### config.mk
export PLATFORM = sky130hd
export DESIGN_NAME = mux_gamma_scheduler
export DESIGN_NICKNAME = d
export VERILOG_FILES = /design/src/rtl/mux_gamma_scheduler.sv
export SDC_FILE = /design/constraint.sdc
export NUM_CORES = 1
export LEC_CHECK = 0
export CAP_MARGIN = 0
export CORE_ASPECT_RATIO = 1.2
export CORE_UTILIZATION = 40
export DETAILED_ROUTE_END_ITERATION = 10
export PLACE_DENSITY = 0.63
export SLEW_MARGIN = 5
export SYNTH_ARGS = -nofsm -noshare
export SYNTH_HDL_FRONTEND = slang
export SYNTH_SLANG_ARGS = --single-unit
export TNS_END_PERCENT = 50
### constraint.sdc
create_clock -name clk -period 2.15 [get_ports clk]
set_clock_uncertainty 0.05 [all_clocks]
set_input_delay 0.645 -clock clk [delete_from_list [all_inputs] [get_ports clk]]
set_output_delay 0.645 -clock clk [all_outputs]
set_load 0.03 [all_outputs]
### src/rtl/mux_gamma_scheduler.sv
// Round-robin gamma-window scheduler sharing one column between two spike networks.
// Optional MUX_SCHED_EARLY_TERM_EN ends a window right after the first tick that carries a spike.
module mux_gamma_scheduler #(
  parameter int Q         = 2,
  parameter int GAMMA_LEN = 16,
  localparam int TW       = $clog2(GAMMA_LEN + 1)
) (
  input  logic            clk,
  input  logic            rst,
  input  logic [1:0]      req,
  output logic [1:0]      grant,
  output logic            net_sel,
  output logic            col_grst,
  output logic            busy,
  input  logic [Q-1:0]    col_spikes,
  output logic [Q-1:0]    spikes1_out,
  output logic [Q-1:0]    spikes2_out,
  output logic [Q*TW-1:0] stime1,
  output logic [Q*TW-1:0] stime2,
  output logic [1:0]      done
);

  typedef enum logic [1:0] {S_IDLE, S_GRST, S_RUN, S_DONE} state_t;

  localparam logic [TW-1:0] NO_SPIKE = TW'(GAMMA_LEN);
  localparam logic [TW-1:0] LAST_TICK = TW'(GAMMA_LEN - 1);

  state_t          r_state;
  state_t          w_state_nxt;
  logic [1:0]      r_grant;
  logic [1:0]      w_grant_nxt;
  logic            r_last;
  logic [TW-1:0]   r_tick;
  logic [Q-1:0]    r_acc;
  logic [Q*TW-1:0] r_stime;
  logic [Q-1:0]    r_spk1;
  logic [Q-1:0]    r_spk2;
  logic [Q*TW-1:0] r_st1;
  logic [Q*TW-1:0] r_st2;
  logic [Q-1:0]    w_acc_nxt;
  logic [Q*TW-1:0] w_stime_nxt;
  logic            w_owner;
  logic            w_other;
  logic            w_idle_pick;
  logic            w_early_hit;
  logic            w_win_end;

  assign w_owner     = r_grant[1];
  assign w_other     = ~r_grant[1];
  // On a tie the net that was not served last wins.
  assign w_idle_pick = (req == 2'b11) ? ~r_last : req[1];

`ifdef MUX_SCHED_EARLY_TERM_EN
  assign w_early_hit = |col_spikes;
`else
  assign w_early_hit = 1'b0;
`endif

  assign w_win_end = (r_state == S_RUN) && ((r_tick == LAST_TICK) || w_early_hit);

  always_comb begin
    w_acc_nxt   = r_acc | col_spikes;
    w_stime_nxt = r_stime;
    for (int i = 0; i < Q; i++) begin
      if (col_spikes[i] && !r_acc[i]) w_stime_nxt[i*TW +: TW] = r_tick;
    end
  end

  always_ff @(posedge clk) begin
    if (rst) r_state <= S_IDLE;
    else     r_state <= w_state_nxt;
  end

  always_comb begin
    w_state_nxt = r_state;
    w_grant_nxt = r_grant;
    col_grst    = 1'b0;
    busy        = 1'b1;
    done        = 2'b00;
    case (r_state)
      S_IDLE: begin
        col_grst = 1'b1;
        busy     = 1'b0;
        if (|req) begin
          w_state_nxt = S_GRST;
          w_grant_nxt = w_idle_pick ? 2'b10 : 2'b01;
        end
      end
      S_GRST: begin
        col_grst    = 1'b1;
        w_state_nxt = S_RUN;
      end
      S_RUN: begin
        if (w_win_end) w_state_nxt = S_DONE;
      end
      S_DONE: begin
        done = r_grant;
        // The served net's request is stale here; only the other net can chain a window.
        if (req[w_other]) begin
          w_state_nxt = S_GRST;
          w_grant_nxt = w_other ? 2'b10 : 2'b01;
        end else begin
          w_state_nxt = S_IDLE;
          w_grant_nxt = 2'b00;
        end
      end
      default: w_state_nxt = S_IDLE;
    endcase
  end

  always_ff @(posedge clk) begin
    if (rst) begin
      r_grant <= 2'b00;
      r_last  <= 1'b1;
      r_tick  <= '0;
    end else begin
      r_grant <= w_grant_nxt;
      if (r_state == S_DONE) r_last <= w_owner;
      if (r_state == S_GRST)     r_tick <= '0;
      else if (r_state == S_RUN) r_tick <= r_tick + TW'(1);
    end
  end

  // Window accumulators, committed to the owner's result registers as RUN ends.
  always_ff @(posedge clk) begin
    if (r_state == S_GRST) begin
      r_acc   <= '0;
      r_stime <= {Q{NO_SPIKE}};
    end else if (r_state == S_RUN) begin
      r_acc   <= w_acc_nxt;
      r_stime <= w_stime_nxt;
    end
  end

  always_ff @(posedge clk) begin
    if (rst) begin
      r_spk1 <= '0;
      r_spk2 <= '0;
      r_st1  <= {Q{NO_SPIKE}};
      r_st2  <= {Q{NO_SPIKE}};
    end else if (w_win_end) begin
      if (w_owner) begin
        r_spk2 <= w_acc_nxt;
        r_st2  <= w_stime_nxt;
      end else begin
        r_spk1 <= w_acc_nxt;
        r_st1  <= w_stime_nxt;
      end
    end
  end

  assign grant       = r_grant;
  assign net_sel     = r_grant[1];
  assign spikes1_out = r_spk1;
  assign spikes2_out = r_spk2;
  assign stime1      = r_st1;
  assign stime2      = r_st2;

endmodule

# Word-level counts from Yosys, hierarchy flattened
# Index checks and enable logic that the tools add are counted.
# totals
ff_bits	46
input_bits	6
output_inout_bits	31
wordCells	53
# op_classes
n_addsub	1
order_cmp	1
eq_ne	7
n_mux	17
n_bitwise	3
n_reduce_logical	14
# ops
operator	count
2-to-1 mux 2 bit	7
2-to-1 mux 5 bit	2
one-hot mux 2 bit (4 select lines)	1
AND reduction 2 bit	4
== test 2 bit (second input constant)	3
2-to-1 mux 1 bit	6
OR reduction 2 bit	3
adder 5 x 1 -> 5 bit (second input constant)	1
== test 5 x 4 -> 1 bit (second input constant)	1
!= test 2 bit (second input constant)	2
one-hot mux 2 bit (2 select lines)	1
logical AND 1 bit	3
== test 2 x 1 -> 1 bit (second input constant)	1
zero test 1 bit	2
zero test 2 bit	1
less-than comparator 1 x 2 -> 1 bit (second input constant)	1
NOT 1 bit	2
bitwise OR 2 bit	1
nonzero test 2 bit	1

# Longest topological paths before layout
# logic_depth
depth_word	5
ltp_mapped	8
mapped_depth_nobuf	6

# Worst setup path before layout
# OpenSTA, ideal clock, no wires.
# synth_path
path_type	reg2out
from	register r_state[1]
to	output col_grst
t_arrival_ns	1.139
setup_slack_ns	0.316
stages_incl_launch_ff	5
path_cell_list	dfxtp_1 inv_1 ha_1 clkbuf_1 or2_2
# synth_between
elab_chain_len	3
elab_cells_between_ends	4
# synth_rtl
item	line	rtl
start: declaration	28	state_t r_state;
start signal: assignment	71	else r_state <= w_state_nxt;
== test 2 x 1 -> 1 bit or zero test 2 bit (tied branches)	80	case (r_state)
OR reduction 2 bit (no source line) *	n/a	
2-to-1 mux 1 bit *	80	
end: declaration	13	output logic col_grst,
# Mark *: on every way between the ends. The rest lies on a longest branch, timed or not.

# Worst setup path in the final report
# Ends and elaborated chain as after synthesis.

==> metrics.md <==
| Metric | Value |
|---|---|
| Status | `finished, final reports clean` |
| Syn Area/Cell | `9.68 sq um` |
| Fmax | `485 MHz` |
| Slew margin rel. | `around four fifths` |
| Register area | `928 sq um` |
| Placer Congestion | `around 0.7` |
| Simple-gate portion of the synthesized area | `14.9%` |
| Via density per instance | `5.06` |
| DRT antenna net count | `0` |
| Largest family of logic cells by synthesized area | `compound AO/OA/AOI/OAI gates` |
| CTS tree | `yes` |
| Kind of critical path | `reg2out` |
| Final nets | `about 260` |
| CTS Hold Bufs | `0` |
| Post-Synth Adder-Cell Area | `4.37%` |
| Core Area | `4700 sq um` |
| First-pass GRT wire length | `6780 microns` |
| Setup TNS | `0 ns` |
| Share of cells above drive strength 1 | `15.9%` |
| # H-tree levels | `2` |
| Post-synthesis sequential area ratio | `46.0%` |
| DR DRC count | `0` |
| Crit Path Max Fanout | `5` |
| Gr usage total | `16.8%` |
| Critical Path Start Type | `register` |
| Drt first pass iters | `3` |
| Setup violators final | `0` |
| Post-Syn Nets | `220` |
| Antenna violations before repair | `0` |
| VDD IR max | `0.833 mV` |
| Max-slew violations | `0` |
| Top-area cell type share of the netlist area | `46.0%` |
| Crit path time final | `2.06 ns` |
| Total CTS buffers | `5` |
| Initial core utilization | `a little over two fifths` |
| Crit end category | `output port` |
| Largest cells by area after synthesis | `dfxtp_1 (46%), a211oi_1 (11%), nor2_1 (6.4%)` |
| Fraction of registers with async set or reset after synthesis | `0%` |
| Leakage | `0.000971 uW` |
| Syn Inst Count | `207` |
| Multi-input combinational cell area | `941 sq um` |
| Clk Latency, worst-skew pair | `0.29 ns` |
| Total detailed-routing wirelength | `3900 microns` |
| Detailed Place HPWL | `2750 microns` |
| Congestion Overflow GR | `0` |
| Hold Fails Final Rpt | `0` |
| Pin count of the biggest net entering global routing | `35` |
| FILL cells | `453` |
| Diodes inserted | `0` |
| Synth area leader | `dfxtp_1` |
| Rows | `27` |
| Netlist Area Pre-Place | `2000 sq um` |
| Synth Flop Type | `dfxtp_1` |
| RSZ-0062 raised after global routing | `no` |
| # clock sinks | `46` |
| Max cap viols | `0` |
| Die height | `just under 80 microns` |
| Xor and xnor area share after synthesis | `1.31%` |
| Wire per inst | `12.8 microns` |
| Slew @ Worst Pin | `0.320 ns` |
| Yosys cell types | `38` |
| Worst slack, placed | `0.0804 ns` |
| Clock tree buffer depth | `2` |
| PwrDens | `1060 nW/um^2` |
| Post-synthesis compound-gate area fraction | `19.2%` |
| Clock root buffer | `clkbuf_8` |
| Seq cells post-synth | `46` |
| DIE WIDTH | `66.6 microns` |
| Die Footprint | `5300 sq um` |
| PortBufs | `36` |
| DRT iter0 DRCs | `98` |
| IO Pins | `37` |
| Area grow syn2layout | `27.5%` |
| Number of global-route vias before repair | `between 1k and 1.5k` |
| Post-synth EDFFs | `0` |
| Clk slew on worst S/H paths | `0.08 ns` |
| Critical Path AT | `approximately 1.4 ns` |
| Worst Slack Setup Final | `0.0899 ns` |
| Yosys warnings | `0` |
| Via Count | `1,539` |
| Post-synthesis mux area share | `7.06%` |
| Min-delay worst type | `reg2reg` |
| Crit share post-route | `95.8%` |
| Worst Path Required | `around 1.5 ns` |
==> sequential cells by signal (all words and copies together), names as in the netlist <==
| signal | count |
|---|---|
| r_tick | 5 |
| r_last | 1 |
| spikes1_out | 2 |
| r_stime | 10 |
| r_state | 2 |
| r_acc | 2 |
| stime2 | 10 |
| grant | 2 |
| stime1 | 10 |
| spikes2_out | 2 |
==> logic make-up after synthesis <==
group           count (synthesis)
xor+xnor                        3
compound gates                 51
mux                            13
buf+inv                        26
fa+ha+maj                       7
simple gates                   61
flops                          46
==> what timing repair did <==
item	CTS	global route
gates cloned	0	0
buffers inserted	0	0
setup endpoints to repair	1	2
resized for setup	2	4
==> power breakdown <==
part	internal, uW	switching (uW)
clock network	342	287
registers	994	85.4
logic	456	550
total	1790	923
==> area by class of cell <==
class | count | share of cell area, %
Clock buffer | 5 | 2.69
Clock inverter | 3 | 1.57
Inverter | 8 | 1.18
Multi-Input combinational cell | 135 | 36.8
Sequential cell | 46 | 36.4
Tap cell | 58 | 2.84
Timing Repair Buffer | 49 | 18.5
==> final timing paths <==
path | endpoint | depth (start not counted) | slack [ns] | start
worst max-delay path | col_grst | 4 | 0.09 | r_state[1]$_SDFFE_PP0P_
worst min-delay path | r_state[0]$_SDFFE_PP0P_ | 1 | 0.43 | r_state[0]$_SDFFE_PP0P_
worst max register to register | spikes2_out[0]$_SDFFE_PP0P_ | 7 | 0.34 | r_tick[0]$_SDFFE_PP0P_
worst min register to register | r_state[0]$_SDFFE_PP0P_ | 1 | 0.43 | r_state[0]$_SDFFE_PP0P_
==> synth_stat cells, types with 3 or more instances <==
master	number
a211o_2	4
nor2b_1	9
nand2b_1	3
a211o_1	3
mux2i_1	10
a21oi_1	5
buf_4	3
nor2_1	34
inv_1	8
clkbuf_1	6
ha_1	7
dfxtp_1	46
a211oi_1	29
buf_6	4
nor3_1	4
buf_2	4
o21ai_0	3
==> through the flow <==
| stage | hold slack (ns) | total power [uW] | utilization [%] | cells | instance area, sq um |
|---|---|---|---|---|---|
| 5_1_grt | 0.453 | 2900 | 54.4 | 304 | 2550 |
| 6_report | 0.430 | 2710 | 54.4 | 304 | 2550 |
| 2_1_floorplan | 0.401 | 1820 | - | 207 | 2000 |
| 3_3_place_gp | 0.420 | 2080 | 51.9 | 296 | 2430 |
| 3_5_place_dp | 0.430 | 2090 | 51.9 | 296 | 2430 |
| 4_1_cts | 0.432 | 2720 | 54.2 | 304 | 2550 |
==> per-layer routing <==
metal	wire length, microns	global-route usage (%)
met1	1860	21.4
met2	1880	27.2
met3	123	3.86
met4	37	6.38
met5	0	0
==> worst max-delay path, cell delays in order, from the launching register on <==
cell,delay [ns]
dfxtp_4,0.38
inv_1,0.07
ha_2,0.17
or2_2,0.29
buf_4,0.17
==> cell usage in the layout, fill, tap and decap left out, types with 3 or more instances in the layout <==
| cell type | n |
|---|---|
| inv_1 | 7 |
| clkbuf_8 | 5 |
| ha_1 | 6 |
| clkdlybuf4s50_1 | 32 |
| nand2b_1 | 3 |
| a211oi_1 | 29 |
| mux2i_1 | 10 |
| a211o_2 | 4 |
| nor2b_1 | 9 |
| a211o_1 | 3 |
| buf_4 | 15 |
| nor2_1 | 34 |
| nor3_1 | 4 |
| dfxtp_1 | 44 |
| a21oi_1 | 5 |
| o21ai_0 | 3 |
(Power assumes the default switching activity.)
